--- src/rtl/sysid_check_ctrl.sv ---
// Avalon-MM sequencer: reads sysid word 0 (ID) and word 1 (timestamp), compares against build constants.
// Optional macro SYSID_AUTO_START_EN issues one internal start right after reset release.
module sysid_check_ctrl #(
  parameter logic [31:0] EXPECTED_ID = 32'd0,
  parameter logic [31:0] EXPECTED_TS = 32'd1489607473,
  parameter int          TIMEOUT     = 255,
  parameter int          MAX_RETRY   = 3
) (
  input  logic        clock,
  input  logic        reset_n,
  input  logic        start,
  output logic        avm_address,
  output logic        avm_read,
  input  logic [31:0] avm_readdata,
  input  logic        avm_waitrequest,
  output logic        busy,
  output logic        done,
  output logic [31:0] id_value,
  output logic [31:0] ts_value,
  output logic        id_ok,
  output logic        ts_ok,
  output logic        pass,
  output logic        timeout_err
);

  localparam int TO_W = $clog2(TIMEOUT + 1);
  localparam int RT_W = (MAX_RETRY > 0) ? $clog2(MAX_RETRY + 1) : 1;

  typedef enum logic [2:0] {
    S_IDLE,
    S_RD_ID,
    S_RD_TS,
    S_GAP,
    S_DONE
  } state_t;

  state_t            r_state;
  state_t            w_next;
  logic [TO_W-1:0]   r_to_cnt;
  logic [RT_W-1:0]   r_rt_cnt;
  logic              r_cur_ts;
  logic              r_id_got;
  logic              r_ts_got;
  logic [31:0]       r_id_value;
  logic [31:0]       r_ts_value;
  logic              r_id_ok;
  logic              r_ts_ok;
  logic              r_pass;
  logic              r_timeout_err;
  logic              w_start;
  logic              w_in_rd;
  logic              w_accept;
  logic              w_expire;
  logic              w_retry_ok;

`ifdef SYSID_AUTO_START_EN
  logic [1:0] r_rel;

  // Two-flop release shifter; the rising edge of its output is the internal start.
  always_ff @(posedge clock or negedge reset_n) begin
    if (!reset_n) begin
      r_rel <= 2'b00;
    end else begin
      r_rel <= {r_rel[0], 1'b1};
    end
  end

  assign w_start = start | (r_rel[0] & ~r_rel[1]);
`else
  assign w_start = start;
`endif

  assign w_in_rd    = (r_state == S_RD_ID) || (r_state == S_RD_TS);
  assign w_accept   = w_in_rd && !avm_waitrequest;
  assign w_expire   = w_in_rd && avm_waitrequest && (r_to_cnt == TO_W'(TIMEOUT - 1));
  assign w_retry_ok = (r_rt_cnt < RT_W'(MAX_RETRY));

  always_ff @(posedge clock or negedge reset_n) begin
    if (!reset_n) begin
      r_state <= S_IDLE;
    end else begin
      r_state <= w_next;
    end
  end

  always_comb begin
    w_next = r_state;
    case (r_state)
      S_IDLE:  if (w_start) w_next = S_RD_ID;
      S_RD_ID: begin
        if (w_accept)      w_next = S_RD_TS;
        else if (w_expire) w_next = S_GAP;
      end
      S_RD_TS: begin
        if (w_accept)      w_next = S_DONE;
        else if (w_expire) w_next = S_GAP;
      end
      S_GAP: begin
        if (w_retry_ok) w_next = r_cur_ts ? S_RD_TS : S_RD_ID;
        else            w_next = S_DONE;
      end
      S_DONE:  w_next = S_IDLE;
      default: w_next = S_IDLE;
    endcase
  end

  // Flags are loaded on entry to DONE so they are already valid alongside the done pulse.
  always_ff @(posedge clock or negedge reset_n) begin
    if (!reset_n) begin
      r_to_cnt      <= '0;
      r_rt_cnt      <= '0;
      r_cur_ts      <= 1'b0;
      r_id_got      <= 1'b0;
      r_ts_got      <= 1'b0;
      r_id_value    <= '0;
      r_ts_value    <= '0;
      r_id_ok       <= 1'b0;
      r_ts_ok       <= 1'b0;
      r_pass        <= 1'b0;
      r_timeout_err <= 1'b0;
    end else begin
      case (r_state)
        S_IDLE: begin
          if (w_start) begin
            r_to_cnt      <= '0;
            r_rt_cnt      <= '0;
            r_cur_ts      <= 1'b0;
            r_id_got      <= 1'b0;
            r_ts_got      <= 1'b0;
            r_id_value    <= '0;
            r_ts_value    <= '0;
            r_id_ok       <= 1'b0;
            r_ts_ok       <= 1'b0;
            r_pass        <= 1'b0;
            r_timeout_err <= 1'b0;
          end
        end
        S_RD_ID, S_RD_TS: begin
          if (w_accept) begin
            r_to_cnt <= '0;
            r_rt_cnt <= '0;
            if (r_state == S_RD_ID) begin
              r_id_value <= avm_readdata;
              r_id_got   <= 1'b1;
              r_cur_ts   <= 1'b1;
            end else begin
              r_ts_value <= avm_readdata;
              r_ts_got   <= 1'b1;
              r_id_ok    <= r_id_got && (r_id_value == EXPECTED_ID);
              r_ts_ok    <= (avm_readdata == EXPECTED_TS);
              r_pass     <= r_id_got && (r_id_value == EXPECTED_ID) &&
                            (avm_readdata == EXPECTED_TS) && !r_timeout_err;
            end
          end else if (w_expire) begin
            r_to_cnt <= '0;
          end else if (avm_waitrequest) begin
            r_to_cnt <= r_to_cnt + 1'b1;
          end
        end
        S_GAP: begin
          if (w_retry_ok) begin
            r_rt_cnt <= r_rt_cnt + 1'b1;
          end else begin
            r_timeout_err <= 1'b1;
            r_id_ok       <= r_id_got && (r_id_value == EXPECTED_ID);
            r_ts_ok       <= r_ts_got && (r_ts_value == EXPECTED_TS);
            r_pass        <= 1'b0;
          end
        end
        default: ;
      endcase
    end
  end

  assign avm_read    = w_in_rd;
  assign avm_address = (r_state == S_RD_TS);
  assign busy        = (r_state != S_IDLE);
  assign done        = (r_state == S_DONE);
  assign id_value    = r_id_value;
  assign ts_value    = r_ts_value;
  assign id_ok       = r_id_ok;
  assign ts_ok       = r_ts_ok;
  assign pass        = r_pass;
  assign timeout_err = r_timeout_err;

endmodule

--- config.mk ---
export PLATFORM = sky130hd
export DESIGN_NAME = sysid_check_ctrl
export DESIGN_NICKNAME = d
export VERILOG_FILES = /design/src/rtl/sysid_check_ctrl.sv
export SDC_FILE = /design/constraint.sdc
export NUM_CORES = 1
export LEC_CHECK = 0
export ABC_AREA = 0
export CAP_MARGIN = 25
export CORE_MARGIN = 2
export CORE_UTILIZATION = 49
export DETAILED_ROUTE_END_ITERATION = 7
export PLACE_DENSITY = 0.8
export REMOVE_ABC_BUFFERS = 1
export SLEW_MARGIN = 10
export SYNTH_ARGS = -nofsm -noshare
export SYNTH_HDL_FRONTEND = slang
export SYNTH_SLANG_ARGS = --single-unit
--- constraint.sdc ---
create_clock -name clock -period 2.1 [get_ports clock]
set_input_delay 0.21 -clock clock [delete_from_list [all_inputs] [get_ports clock]]
set_output_delay 0.21 -clock clock [all_outputs]
set_load 0.05 [all_outputs]
==> metrics.yaml, run 1 <==
drt:
  drt.antenna.violating_nets: 0
  post_drt_wl_per_cell_um: 19.24
  via_per_inst: 5.893
  wl_met1_um: 4976
  dr.pass1.iters: 5
  route.detailed.drc: 0
  routed_wirelength_um: 11290
  vias: 3459
  met2WireLength_um: 5315
  top_layer: "met4"
  first_iter_violations: 227
  wl_met3_um: 874
worst_setup_path:
  crit_type: "reg2out"
  worstSetupStartpointType: "flip-flop"
  cp.arrival_ps: 1760
  path_max_fanout: 43
  critPathCaptureType: "output port"
  required_ps: 1890
power:
  p_leak_nw: 2.452
  pwr_density_cell_mw_per_mm2: 1730
  clkPwrFrac_pct: 13.5
  seqPwrFrac_pct: 27.4
  netSwitchingPower_w: 0.004534
  p_total_w: 0.009757
  combPwrFrac_pct: 59.1
  switching_share_pct: 46.47
  p_int_w: 0.005222
  vdd_drop_max_v: 0.0008250
finish:
  area_growth_pct: 36.90
  fin_nets: 516
  diodes: 0
  n_fill_cell: 603
  layout-drive-gt1-share_pct: 17.22
  finalNonFillerCells: 587
yosys:
  yosysUniqueCellTypes: 49
  synthArstFlopShare_pct: 100.0
  syn_avg_cell_area_sq_um: 11.29
  synth_top_area_share_pct: 50.41
  synthFlopType: "dfrtp_1"
  yosysMostFrequentCell: "dfrtp_1"
  syn_inst: 365
  ys_top_cells_by_area: "dfrtp_1 (50%), mux2_4 (7.3%), mux2_2 (5.7%)"
  synth_edf_count: 0
  yosys-top-cells-count: "dfrtp_1 (83), nand2_1 (32), o21ai_0 (27), and2_1 (24), mux2_2 (21)"
  ys_ff_latch: 83
  synth.cell_area_sq_mm: 0.004120
  ys.warnings.count: 0
  synth_top_area_cell: "dfrtp_1"
  yosysSeqAreaShare_pct: 50.41
clock_tree:
  clock_tree.buffer_depth: 2
  cts_buffers: 9
  clk_pin_slew_ps: 80
  cts_setup_buffers: 0
  cts.sinks: 83
  worstSkewPairLatency_ps: 350
  ctsResizeCount: 0
  cts_root_buf: "clkbuf_8"
  h-tree-depth: 3
  cts_tree: "done"
die:
  die_h_um: 95.70
  rows: 33
  core_area_sq_mm: 0.008175
  initial_core_util_pct: 50.40
  die_w_um: 95.70
  die_area_sq_mm: 0.009158
  ios: 108
run:
  cap_violations: 0
status:
  outcome: "finished clean"
sta:
  skew_ps: 9.434
  slew_headroom_pct: 63.35
  hold_viol_final: 0
  rsz0062_at_grt: "false"
  fin_ws_ps: 131.2
  worst_pin_slew_ps: 546.5
  fin_crit_ps: 1969
  timing.final.crit_share_pct: 93.75
  fin_setup_tns_ps: 0
  maxSlewViolCount: 0
  finalSetupViolations: 0
  max_freq_mhz: 507.9
global_routing:
  grt_pass1_vias: 3256
  grt_pass1_wl_um: 17660
  grt_use_total_pct: 25.48
  grt_max_degree: 44
  antenna_found_initial: 0
  grt-ovfl-total: 0
placed_design:
  gp_congestion: 0.8713
  numPortBuffers: 107
  dpl_worst_slack_ps: 138.7
  hpwl_um: 8315
  dp.cells: 570
worst_hold_path:
  hold_class: "in2async"
-- layout by cell type (no fill, tap or decap), drive strengths merged, types with 2 or more instances in the layout --
| master | Yosys | final |
|---|---|---|
| a211o | 2 | 2 |
| nor3 | 6 | 6 |
| nand4b | 4 | 4 |
| a211oi | 2 | 2 |
| nor4b | 5 | 5 |
| nand2 | 32 | 32 |
| mux2 | 44 | 44 |
| a31oi | 4 | 4 |
| dfrtp | 83 | 83 |
| a22o | 3 | 3 |
| and2 | 24 | 24 |
| a41oi | 4 | 4 |
| ha | 3 | 3 |
| and3 | 4 | 4 |
| inv | 6 | 7 |
| and4b | 3 | 3 |
| nor3b | 4 | 4 |
| bufinv | 0 | 2 |
| nor4bb | 8 | 8 |
| nand3 | 8 | 8 |
| buf | 16 | 21 |
| o31ai | 11 | 11 |
| o21ai | 27 | 27 |
| nor2b | 4 | 4 |
| clkdlybuf4s50 | 0 | 102 |
| a21oi | 8 | 8 |
| nand4 | 8 | 8 |
| nor4 | 8 | 8 |
| nand3b | 2 | 2 |
| nor2 | 12 | 12 |
| clkbuf | 7 | 13 |
-- metal layers --
layer,vias to the layer above,track usage (%)
met5,-,0
met4,0,6.786
met3,13,3.994
met2,155,40.03
met1,1712,37.07
li1,1579,-
-- power by group through the flow --
stage / Sequential [W] / Combinational (W) / Clock (W)
final: 0.00267 / 0.00577 / 0.00132
after global routing: 0.00274 / 0.00607 / 0.00140
after CTS: 0.00266 / 0.00577 / 0.00133
after detailed placement: 0.00269 / 0.00575 / 0
after global placement: 0.00266 / 0.00564 / 0
after floorplan: 0.00410 / 0.00221 / 0
-- cells by family (layout without fill, tap and decap cells) --
logic type | after synthesis | count (layout) | synth area share, %
AND/OR/NAND/NOR | 137 | 137 | 20.04
XOR/XNOR | 1 | 1 | 0.2126
buffers and inverters | 29 | 146 | 3.644
flip-flops | 83 | 83 | 50.41
multiplexers | 44 | 44 | 13.85
adder cells (fa/ha/maj) | 3 | 3 | 0.9111
AO/OA/AOI/OAI | 68 | 68 | 10.93
-- layout make-up --
type,count,area [sq um],area share (%)
clock buffer,13,158.9,2.817
tap,105,131.4,2.329
inverter,6,22.52,0.3993
sequential,83,2077,36.82
clock inverter,3,68.82,1.220
multi-input combinational,253,1893,33.56
timing repair buffer,124,1289,22.85
-- critical path, cell delays in order, from the launching register on --
cell     delay, ps
dfrtp_1        510
buf_4          220
xnor2_1        130
nor2_2         140
buf_12         230
buf_12         160
-- sequential cells by signal, summed over array words and instances (netlist names) --
| name | flops |
|---|---|
| ts_ok | 1 |
| r_id_got | 1 |
| r_to_cnt | 8 |
| timeout_err | 1 |
| r_ts_got | 1 |
| pass | 1 |
| ts_value | 32 |
| r_state | 3 |
| r_rt_cnt | 2 |
| id_value | 32 |
| id_ok | 1 |
-- path summary, 6_finish.rpt --
kind	start	end	slack (ps)	cells after the start
max in group asynchronous	reset_n	r_to_cnt[5]	1080	3
worst min-delay path	reset_n	id_value[7]	380	2
min in group clock	avm_readdata[23]	id_value[23]	480	3
worst min register to register	r_to_cnt[7]	r_to_cnt[7]	490	1
worst max-delay path	r_state[1]	avm_read	130	5
worst max register to register	r_state[1]	ts_ok	250	5
-- stage by stage --
stage	hold slack, ps	util [%]	area, sq um
finish	381.6	68.99	5640
global route	428.4	68.99	5640
CTS	402.7	68.99	5640
detailed placement	234.1	66.09	5403
global placement	227.6	66.09	5403
floorplan	-85.59	-	3993
-- what timing repair did --
action | CTS | global route
endpoints found under the hold margin | 41 | 0
hold buffers | 1 | 0
endpoints found under the setup margin | 0 | 0
No activity file was read; power rests on OpenSTA's default activity.
==> inputs of run 2 (changes only) <==
--- a/config.mk
+++ b/config.mk
@@ -8,9 +8,10 @@
 export ABC_AREA = 0
 export CAP_MARGIN = 25
 export CORE_MARGIN = 2
-export CORE_UTILIZATION = 49
+export CORE_UTILIZATION = 55
 export DETAILED_ROUTE_END_ITERATION = 7
-export PLACE_DENSITY = 0.8
+export DONT_BUFFER_PORTS = 1
+export PLACE_DENSITY = 0.7
 export REMOVE_ABC_BUFFERS = 1
 export SLEW_MARGIN = 10
 export SYNTH_ARGS = -nofsm -noshare
==> constraint.sdc (replaced) <==
create_clock -name clock -period 2.1 [get_ports clock]
set_input_delay 0.21 -clock clock [delete_from_list [all_inputs] [get_ports clock]]
set_output_delay 0.21 -clock clock [all_outputs]
set_load 0.1 [all_outputs]
==> run 2 against run 1 <==
Design area is 10% lower. Wire length decreased by 5.7%. Die area decreased by 10%. Final cell count shrank 7.2%. Sequential share of layout area grew 4.1 points. Fmax is 1.4% higher. Sequential cell count did not move. Global-route usage up 1.8 points. Worst setup slack gained 28 ps. Utilization up 1.0 points. Worst hold slack got worse by 850 ps. Clock skew is 2.4 ps higher. The run now ends with negative hold slack left.
==> metrics.yaml, run 2 (synthesis gave the netlist of run 1 again) <==
status:
  outcome: "finished with violations"
  violations: "negative hold slack"
global_routing:
  grt_max_degree: 84  # +91%
  grt_use_total_pct: 27.33  # +1.8 points
  grt_pass1_vias: 3357  # +3.1%
  antenna_found_initial: 0  # unchanged
  grt-ovfl-total: 0  # unchanged
  grt_pass1_wl_um: 17430  # -1.3%
drt:
  vias: 3233  # -6.5%
  top_layer: "met4"
  via_per_inst: 5.932  # +0.67%
  met2WireLength_um: 4983  # -6.2%
  first_iter_violations: 194  # -15%
  dr.pass1.iters: 4  # -1
  routed_wirelength_um: 10640  # -5.7%
  post_drt_wl_per_cell_um: 19.53  # +1.5%
  wl_met3_um: 1022  # +17%
  drt.antenna.violating_nets: 0  # unchanged
  wl_met1_um: 4495  # -9.7%
  route.detailed.drc: 0  # unchanged
placed_design:
  hpwl_um: 7945  # -4.4%
  numPortBuffers: 0  # -100%
  dp.cells: 526  # -7.7%
  gp_congestion: 0.8492  # -2.5%
finish:
  post-route-util_pct: 70.02  # +1.0 points
  seq_area_sq_mm: 0.002077  # unchanged
  area_growth_pct: 23.26
  fin_nets: 480  # -7.0%
  final_cell_mix: "dfrtp_1 (83), buf_4 (80), nand2_1 (32)"
  finalNonFillerCells: 545  # -7.2%
  diodes: 0  # unchanged
  layout-drive-gt1-share_pct: 33.63  # +16 points
  final_common_cell: "dfrtp_1"
  n_fill_cell: 549  # -9.0%
  multi_input_area_sq_mm: 0.001914  # +1.1%
worst_setup_path:
  cp.arrival_ps: 1730  # -30 ps
  crit_type: "reg2out"
  worstSetupStartpointType: "flip-flop"
  critPathCaptureType: "output port"
  path_max_fanout: 27  # -37%
  required_ps: 1890  # about the same
sta:
  fin_crit_ps: 1941  # -28.12 ps
  fin_setup_tns_ps: 0  # unchanged
  rsz0062_at_grt: "false"
  finalSetupViolations: 0  # unchanged
  whs_ps: -466.0  # -847.6 ps
  timing.final.crit_share_pct: 92.41  # -1.3 points
  max_freq_mhz: 515.3  # +1.4%
  hold_viol_final: 83  # +83
  slew_headroom_pct: 35.74  # -28 points
  skew_ps: 11.84  # +2.408 ps
  maxSlewViolCount: 0  # unchanged
  worst_pin_slew_ps: 963.9  # +417.4 ps
clock_tree:
  h-tree-depth: 3  # unchanged
  cts_setup_buffers: 0  # unchanged
  hold_buffers: 3  # +2
  cts.sinks: 83  # unchanged
  ctsResizeCount: 0  # unchanged
  cts_buffers: 9  # unchanged
  clock_tree.buffer_depth: 2  # unchanged
  cts_tree: "done"
  worstSkewPairLatency_ps: 360  # about the same
  cts_root_buf: "clkbuf_8"
  clk_pin_slew_ps: 90  # about the same
die:
  die_h_um: 90.55  # -5.4%
  rows: 31  # -6.1%
  core_area_sq_mm: 0.007253  # -11%
  die_area_sq_mm: 0.008199  # -10%
  die_w_um: 90.55  # -5.4%
  ios: 108  # unchanged
  initial_core_util_pct: 56.81  # +6.4 points
worst_hold_path:
  hold_class: "in2async"
run:
  cap_violations: 0  # unchanged
==> run 2: cell types whose count changed in the layout (fill, tap and decap cells not counted), sizes merged <==
cell,previous run,this run
dlygate4sd3,1,3
clkdlybuf4s50,102,0
clkbuf,13,11
bufinv,2,1
clkinv,0,3
buf,21,85
==> run 2: layer usage <==
metal  up-vias  GRT usage, %
met5         -             0
li1       1494             -
met4         0         9.487
met1      1596         37.10
met3        14         9.265
met2       129         41.17
==> run 2: path summary, 6_finish.rpt <==
check / end / cells after the start / from / slack (ps)
worst min-delay path: id_value[4] / 0 / reset_n / -470
worst max-delay path: avm_read / 5 / r_state[1] / 160
max in group asynchronous: ts_value[25] / 0 / reset_n / 2430
worst min register to register: r_to_cnt[7] / 1 / r_to_cnt[7] / 480
min in group clock: id_value[29] / 2 / avm_readdata[29] / 10
worst max register to register: ts_value[0] / 6 / r_state[1] / 330
==> run 2: per-stage QoR <==
step	setup WS, ps	instance area [sq um]
5_1_grt	72.31	5079
2_1_floorplan	-1018	3993
6_report	159.3	5079
3_3_place_gp	366.1	4846
4_1_cts	166.8	5079
3_5_place_dp	332.3	4846
==> run 2: final cells by class <==
type,count,area share [%]
clock inverter,5,1.207
timing repair buffer,88,14.54
inverter,6,0.4435
multi-input combinational,253,37.69
clock buffer,11,2.784
sequential,83,40.90
tap,99,2.439
==> run 2: critical path, stage by stage, from the launching register on <==
cell	delay (ps)
dfrtp_1	460
buf_4	230
xnor2_1	160
nor2_4	140
buf_12	190
buf_12	190
Power of run 2 is left out: the tool's default activity adds up to more than one toggle a clock period on the data nets, which glitch-free logic cannot reach.
